### config.mk
export PLATFORM = sky130hd
export DESIGN_NAME = seq_detector_param_flat
export DESIGN_NICKNAME = d
export VERILOG_FILES = /design/src/rtl/seq_detector_pkg.sv /design/src/rtl/seq_detector_param_if.sv /design/src/rtl/bcd_to_7seg.sv /design/src/rtl/seq_detector_param.sv /design/src/flat_wrapper.sv
export SDC_FILE = /design/constraint.sdc
export NUM_CORES = 1
export LEC_CHECK = 0
export CAP_MARGIN = 0
export CELL_PAD_IN_SITES_DETAIL_PLACEMENT = 0
export CELL_PAD_IN_SITES_GLOBAL_PLACEMENT = 1
export CORE_ASPECT_RATIO = 1.5
export CORE_UTILIZATION = 40
export CTS_CLUSTER_SIZE = 10
export DETAILED_ROUTE_END_ITERATION = 10
export DONT_BUFFER_PORTS = 1
export PLACE_DENSITY = 0.78
export SLEW_MARGIN = 10
export SYNTH_ARGS = -nofsm -noshare
export SYNTH_HDL_FRONTEND = slang
export SYNTH_SLANG_ARGS = --single-unit
### constraint.sdc
create_clock -name clk -period 5.8 [get_ports clk]
set_clock_uncertainty 0.1 [all_clocks]
set_input_delay 1.16 -clock clk [delete_from_list [all_inputs] [get_ports clk]]
set_output_delay 1.16 -clock clk [all_outputs]
set_load 0.05 [all_outputs]
### src/rtl/seq_detector_pkg.sv
// Shared types and active-low 7-segment codes for the parametrised sequence detector.
package seq_detector_pkg;

    typedef enum logic {
        HUNT = 1'b0,
        GAP  = 1'b1
    } state_e;

    // Segment order {dp,g,f,e,d,c,b,a}, active-low, dp held off.
    localparam logic [7:0] SEG_0     = 8'hC0;
    localparam logic [7:0] SEG_1     = 8'hF9;
    localparam logic [7:0] SEG_2     = 8'hA4;
    localparam logic [7:0] SEG_3     = 8'hB0;
    localparam logic [7:0] SEG_4     = 8'h99;
    localparam logic [7:0] SEG_5     = 8'h92;
    localparam logic [7:0] SEG_6     = 8'h82;
    localparam logic [7:0] SEG_7     = 8'hF8;
    localparam logic [7:0] SEG_8     = 8'h80;
    localparam logic [7:0] SEG_9     = 8'h90;
    localparam logic [7:0] SEG_BLANK = 8'hFF;

endpackage

### src/rtl/seq_detector_param_if.sv
// Data, control and display signals of the sequence detector.
interface seq_detector_param_if #(
    parameter int unsigned DIGITS = 2
) ();

    logic                  ena;
    logic                  sig_to_test;
    logic                  overlap;
    logic                  clr_count;
    logic                  z;
    logic [4*DIGITS-1:0]   count_detect;
    logic [8*DIGITS-1:0]   disp;

    modport master (
        output ena, sig_to_test, overlap, clr_count,
        input  z, count_detect, disp
    );

    modport slave (
        input  ena, sig_to_test, overlap, clr_count,
        output z, count_detect, disp
    );

endinterface

### src/rtl/bcd_to_7seg.sv
// One BCD digit to active-low segments; codes A-F show blank.
module bcd_to_7seg
    import seq_detector_pkg::*;
(
    input  logic [3:0] bcd,
    output logic [7:0] seg
);

    always_comb begin
        seg = SEG_BLANK;
        case (bcd)
            4'd0:    seg = SEG_0;
            4'd1:    seg = SEG_1;
            4'd2:    seg = SEG_2;
            4'd3:    seg = SEG_3;
            4'd4:    seg = SEG_4;
            4'd5:    seg = SEG_5;
            4'd6:    seg = SEG_6;
            4'd7:    seg = SEG_7;
            4'd8:    seg = SEG_8;
            4'd9:    seg = SEG_9;
            default: seg = SEG_BLANK;
        endcase
    end

endmodule

### src/rtl/seq_detector_param.sv
// Detects PREFIX, a bounded run of zeros, then a 1; counts detects in BCD and drives 7-seg.
module seq_detector_param
    import seq_detector_pkg::*;
#(
    parameter int unsigned              PREFIX_LEN = 2,
    parameter logic [PREFIX_LEN-1:0]    PREFIX     = 2'b01,
    parameter int unsigned              MIN_ZEROS  = 0,
    parameter int unsigned              MAX_ZEROS  = 15,
    parameter int unsigned              DIGITS     = 2,
    parameter bit                       SATURATE   = 1'b1
) (
    input  logic                clk,
    input  logic                rst,
    seq_detector_param_if.slave bus
);

    localparam int unsigned ZW    = (MAX_ZEROS > 0) ? $clog2(MAX_ZEROS + 1) : 1;
    localparam int unsigned VW    = $clog2(PREFIX_LEN + 1);
    localparam int unsigned CW    = 4 * DIGITS;
    localparam logic [VW-1:0] VFULL = VW'(PREFIX_LEN);

    state_e                 state_q, state_d;
    logic [PREFIX_LEN-1:0]  hist_q, hist_d, hist_new;
    logic [PREFIX_LEN:0]    hist_ext;
    logic [VW-1:0]          valid_q, valid_d, valid_new;
    logic [ZW-1:0]          zcnt_q, zcnt_d;
    logic [CW-1:0]          count_q, count_d, count_inc;
    logic                   z_q;
    logic                   prefix_hit;
    logic                   detect;
    logic                   carry;
    logic                   all_nines;

    assign hist_ext   = {hist_q, bus.sig_to_test};
    assign hist_new   = hist_ext[PREFIX_LEN-1:0];
    assign valid_new  = (valid_q == VFULL) ? valid_q : valid_q + 1'b1;
    assign prefix_hit = (valid_new == VFULL) && (hist_new == PREFIX);

    always_comb begin
        state_d = state_q;
        hist_d  = hist_q;
        valid_d = valid_q;
        zcnt_d  = zcnt_q;
        detect  = 1'b0;
        if (bus.ena) begin
            hist_d  = hist_new;
            valid_d = valid_new;
            case (state_q)
                HUNT: begin
                    if (prefix_hit) begin
                        state_d = GAP;
                        zcnt_d  = '0;
                    end
                end
                GAP: begin
                    zcnt_d  = '0;
                    state_d = prefix_hit ? GAP : HUNT;
                    if (!bus.sig_to_test) begin
                        // An open zero run outranks a fresh prefix seen at the same time.
                        if (int'(zcnt_q) < int'(MAX_ZEROS)) begin
                            zcnt_d  = zcnt_q + 1'b1;
                            state_d = GAP;
                        end
                    end else if (int'(zcnt_q) >= int'(MIN_ZEROS)) begin
                        detect = 1'b1;
                        if (!bus.overlap) begin
                            valid_d = '0;
                            state_d = HUNT;
                        end
                    end
                end
                default: state_d = HUNT;
            endcase
        end
    end

    // Ripple BCD increment; an all-nines count either holds or rolls to zero.
    always_comb begin
        count_inc = count_q;
        carry     = 1'b1;
        all_nines = 1'b1;
        for (int i = 0; i < int'(DIGITS); i++) begin
            if (count_q[4*i +: 4] != 4'd9) all_nines = 1'b0;
            if (carry) begin
                if (count_q[4*i +: 4] == 4'd9) begin
                    count_inc[4*i +: 4] = 4'd0;
                end else begin
                    count_inc[4*i +: 4] = count_q[4*i +: 4] + 4'd1;
                    carry               = 1'b0;
                end
            end
        end
        if (all_nines && SATURATE) count_inc = count_q;
    end

    always_comb begin
        count_d = count_q;
        if (bus.clr_count) begin
            count_d = '0;
        end else if (detect) begin
            count_d = count_inc;
        end
    end

    always_ff @(posedge clk) begin
        if (rst) begin
            state_q <= HUNT;
            hist_q  <= '0;
            valid_q <= '0;
            zcnt_q  <= '0;
            count_q <= '0;
            z_q     <= 1'b0;
        end else begin
            state_q <= state_d;
            hist_q  <= hist_d;
            valid_q <= valid_d;
            zcnt_q  <= zcnt_d;
            count_q <= count_d;
            z_q     <= detect;
        end
    end

    assign bus.z            = z_q;
    assign bus.count_detect = count_q;

    for (genvar g = 0; g < int'(DIGITS); g++) begin : g_digit
        bcd_to_7seg u_seg (
            .bcd (count_q[4*g +: 4]),
            .seg (bus.disp[8*g +: 8])
        );
    end

endmodule

### src/flat_wrapper.sv
// flat-port wrapper written by rule: the top's interface ports become plain ports
module seq_detector_param_flat import seq_detector_pkg::*;
#(
    parameter int unsigned              PREFIX_LEN = 2,
    parameter logic [PREFIX_LEN-1:0]    PREFIX     = 2'b01,
    parameter int unsigned              MIN_ZEROS  = 0,
    parameter int unsigned              MAX_ZEROS  = 15,
    parameter int unsigned              DIGITS     = 2,
    parameter bit                       SATURATE   = 1'b1
)
  (clk, rst, bus_ena, bus_sig_to_test, bus_overlap, bus_clr_count, bus_z, bus_count_detect, bus_disp);
  seq_detector_param_if #(.DIGITS(DIGITS)) bus_i ();
  input  logic clk;
  input  logic rst;
  input wire logic [$bits(bus_i.ena)-1:0] bus_ena;
  input wire logic [$bits(bus_i.sig_to_test)-1:0] bus_sig_to_test;
  input wire logic [$bits(bus_i.overlap)-1:0] bus_overlap;
  input wire logic [$bits(bus_i.clr_count)-1:0] bus_clr_count;
  output wire logic [$bits(bus_i.z)-1:0] bus_z;
  output wire logic [$bits(bus_i.count_detect)-1:0] bus_count_detect;
  output wire logic [$bits(bus_i.disp)-1:0] bus_disp;
  assign bus_i.ena = bus_ena;
  assign bus_i.sig_to_test = bus_sig_to_test;
  assign bus_i.overlap = bus_overlap;
  assign bus_i.clr_count = bus_clr_count;
  assign bus_z = bus_i.z;
  assign bus_count_detect = bus_i.count_detect;
  assign bus_disp = bus_i.disp;
  seq_detector_param #(.PREFIX_LEN(PREFIX_LEN), .PREFIX(PREFIX), .MIN_ZEROS(MIN_ZEROS), .MAX_ZEROS(MAX_ZEROS), .DIGITS(DIGITS), .SATURATE(SATURATE)) u_core (.clk(clk), .rst(rst), .bus(bus_i));
endmodule
==> impl_metrics.ini <==
[placed_design]
place_area_mm2 = 0.00167
place_hpwl_mm = 2.57
port_buffers = 0
place_congestion = 0.729
pre_cts_ws_ns = 2.66

[power]
power_switching_mw = 0.0882
pwr-share-seq = 0.542
leakage_nw = 0.719
combPwrFrac = 0.037
p_sw_frac = 0.220
clkPwrFrac = 0.420
power_density_mw_per_mm2 = 229
peakVddDrop_uv = 192
p_int_mw = 0.313

[logic_synthesis]
syn-mean-instance-area_um2 = 9.29
ys_async_sr_fraction = 0
synth_top_flop_cell = dfxtp_1
synth-seq-area-share = 0.375
syn_inst = 178
synth-seq-cells = 31
syn_area_mm2 = 0.00165
synth_edf_count = 0
synth.distinct_cells = 47
yosysWarnings = 0

[detailed_routing]
drt_wl_total_mm = 3.33
vias = 1246
drt-pass1-iter-count = 4
drc = 0
vias_per_cell = 5.59
wire_per_inst_um = 14.9
first_iter_violations = 17
ant_nets = 0

[clock_network]
cts_resized = 0
clock_path_buffers = 2
cts_max_level = 2
clk_pin_slew_worst_paths_ns = 0.06
cts_root_buf = clkbuf_8
cts_sinks = 31
postCtsSetupRepairBufs = 0
cts_buffers = 5
cts_tree = done
insertion_delay_ns = 0.28
ctsHoldBuffers = 0

[global_route]
first_global_vias = 1152
antenna_found_initial = 0
grt.met3_usage = 0.0562
busiest_layer = met2
grt_first_pass_wirelength_mm = 5.22
grt-ovfl-total = 0
grt_use_total = 0.171
grt_use_met2 = 0.304
grtUsageMet1 = 0.160
grt_max_degree = 14

[critical_path]
r2r_end = u_core.g_digit[0].u_seg.seg[1]
worst-setup-path-type = reg2reg
critical-path-max-stage-delay_ns = 0.77
endpoint_kind = register
worst_setup_path_start_kind = register
r2r_start = u_core.bus.count_detect[0]
cp_max_fo = 7
crit_slowest_cell = dfxtp_1
arrival_ns = 3.20
crit_path_frequent_cell = ha_1
rrSetupSlack_ns = 2.67
cp.required_ns = 5.87
reg2regPathDepth = 8
crit_chain = ha_1, nand3b_1, o21ai_0, a21oi_1, nor2_1, inv_1, ha_1, o32ai_1

[die]
dieArea_mm2 = 0.00440
ios = 31
die-width_um = 54.5
core_mm2 = 0.00396
start_util = 0.418
rows = 28
chipHeight_um = 80.8

[timing]
worst_pin_slew_ns = 0.875
max_freq_mhz = 320
final-hold-violation-count = 0
finalSetupTns_ns = 0
min_period_ns = 3.13
worst_slack_ns = 2.67
slew_headroom = 0.400
layout_worst_path_cycle_share = 0.539
setup_viol = 0
rsz0062_at_grt = no
slew_violations = 0

[run_status]
outcome = complete, no violations

[finish]
multi_input_area_um2 = 935
antenna_cells = 0
fin_area_mm2 = 0.00176
fill_cells = 397
final_nets = 200
register_area_um2 = 621
area_delta_synth_final_pct = 6.13
drive_above_1_share = 0.112

[min_path]
hold_depth = 2
worstHoldStart = u_core.zcnt_q[1]
min_path_type = reg2reg
hold_path_end = u_core.zcnt_q[1]

[job]
drv_cap = 0
==> placed cells by master, fill, tap and decap left out, types with 3 or more instances in the layout <==
cell | Yosys | final
a21oi_1 | 19 | 19
and3b_1 | 3 | 3
clkbuf_8 | 0 | 6
dfxtp_1 | 31 | 31
ha_1 | 16 | 16
inv_1 | 14 | 14
mux2i_1 | 10 | 10
nand2_1 | 6 | 6
nand2b_1 | 3 | 3
nand3_1 | 3 | 3
nor2_1 | 13 | 13
nor3_1 | 4 | 4
o21ai_0 | 7 | 7
==> layer usage <==
metal	share of wire	vias up	wire [um]
li1	-	627	-
met1	0.36	591	1210
met2	0.56	22	1850
met3	0.053	6	176
met4	0.027	0	91
met5	0	-	0
==> registers in the layout, summed over array words and instances (netlist names) <==
register	flops
u_core.g_digit.u_seg.seg	14
u_core.bus.count_detect	8
u_core.zcnt_q	4
u_core.valid_q	2
u_core.bus.z	1
u_core.hist_q	1
u_core.state_q	1
==> cells by family after synthesis <==
family | Yosys count | synth area share
compound gates | 44 | 0.169
fa+ha+maj | 16 | 0.121
simple gates | 50 | 0.182
other cells | 1 | 0.00227
buf+inv | 23 | 0.0620
flops | 31 | 0.375
mux | 13 | 0.0877
==> critical path, delay by kind of cell, from the launching register on <==
family / cells / cell delay (ns)
compound gates: 3 / 0.88
flops: 1 / 0.77
fa+ha+maj: 2 / 0.62
simple gates: 2 / 0.50
buf+inv: 1 / 0.14
==> synth_stat cells (all sizes together), types with 3 or more instances <==
| library cell | number | area (um2) |
|---|---|---|
| a21oi | 19 | 95.1 |
| and3b | 3 | 26.3 |
| buf | 7 | 42.5 |
| dfxtp | 31 | 621 |
| ha | 16 | 200 |
| inv | 15 | 56.3 |
| mux2i | 11 | 123 |
| nand2 | 6 | 22.5 |
| nand2b | 3 | 18.8 |
| nand3 | 4 | 25.0 |
| nor2 | 14 | 55.1 |
| nor3 | 6 | 52.6 |
| nor4 | 3 | 25.0 |
| o21ai | 8 | 40.0 |
==> layout make-up <==
cell class / count / share of cell area
Clock buffer: 6 / 0.0470
Clock inverter: 1 / 0.00285
Inverter: 15 / 0.0321
Multi-Input combinational cell: 125 / 0.532
Sequential cell: 31 / 0.354
Tap cell: 45 / 0.0321
==> power groups by stage <==
stage	Sequential [mW]	Combinational [mW]	Clock, mW
after global placement	0.222	0.0145	0
after floorplan	0.221	0.0164	0
final	0.218	0.0151	0.169
after global routing	0.218	0.0170	0.180
after CTS	0.218	0.0152	0.172
after detailed placement	0.222	0.0152	0
==> through the flow <==
| step | power [mW] | cells | hold slack, ns | util |
|---|---|---|---|---|
| 6_report | 0.402 | 223 | 0.364 | 0.443 |
| 5_1_grt | 0.415 | 223 | 0.386 | 0.443 |
| 4_1_cts | 0.405 | 223 | 0.366 | 0.443 |
| 3_5_place_dp | 0.238 | 216 | 0.356 | 0.421 |
| 3_3_place_gp | 0.237 | 216 | 0.353 | 0.421 |
| 2_1_floorplan | 0.238 | 179 | 0.349 | - |
==> worst max-delay path by stage <==
stage	from	endpoint	slack, ns	cells past startpoint
6_report	u_core.bus.count_detect[0]	u_core.g_digit[0].u_seg.seg[1]	2.67	8
5_1_grt	u_core.bus.count_detect[0]	u_core.g_digit[0].u_seg.seg[5]	2.50	9
4_1_cts	u_core.bus.count_detect[0]	u_core.g_digit[0].u_seg.seg[1]	2.66	8
3_5_place_dp	rst	u_core.g_digit[0].u_seg.seg[5]	2.66	7
3_3_place_gp	rst	u_core.g_digit[0].u_seg.seg[5]	2.75	7
2_1_floorplan	rst	u_core.g_digit[0].u_seg.seg[5]	2.78	8
Note: power is estimated with default switching activity, not from simulation.
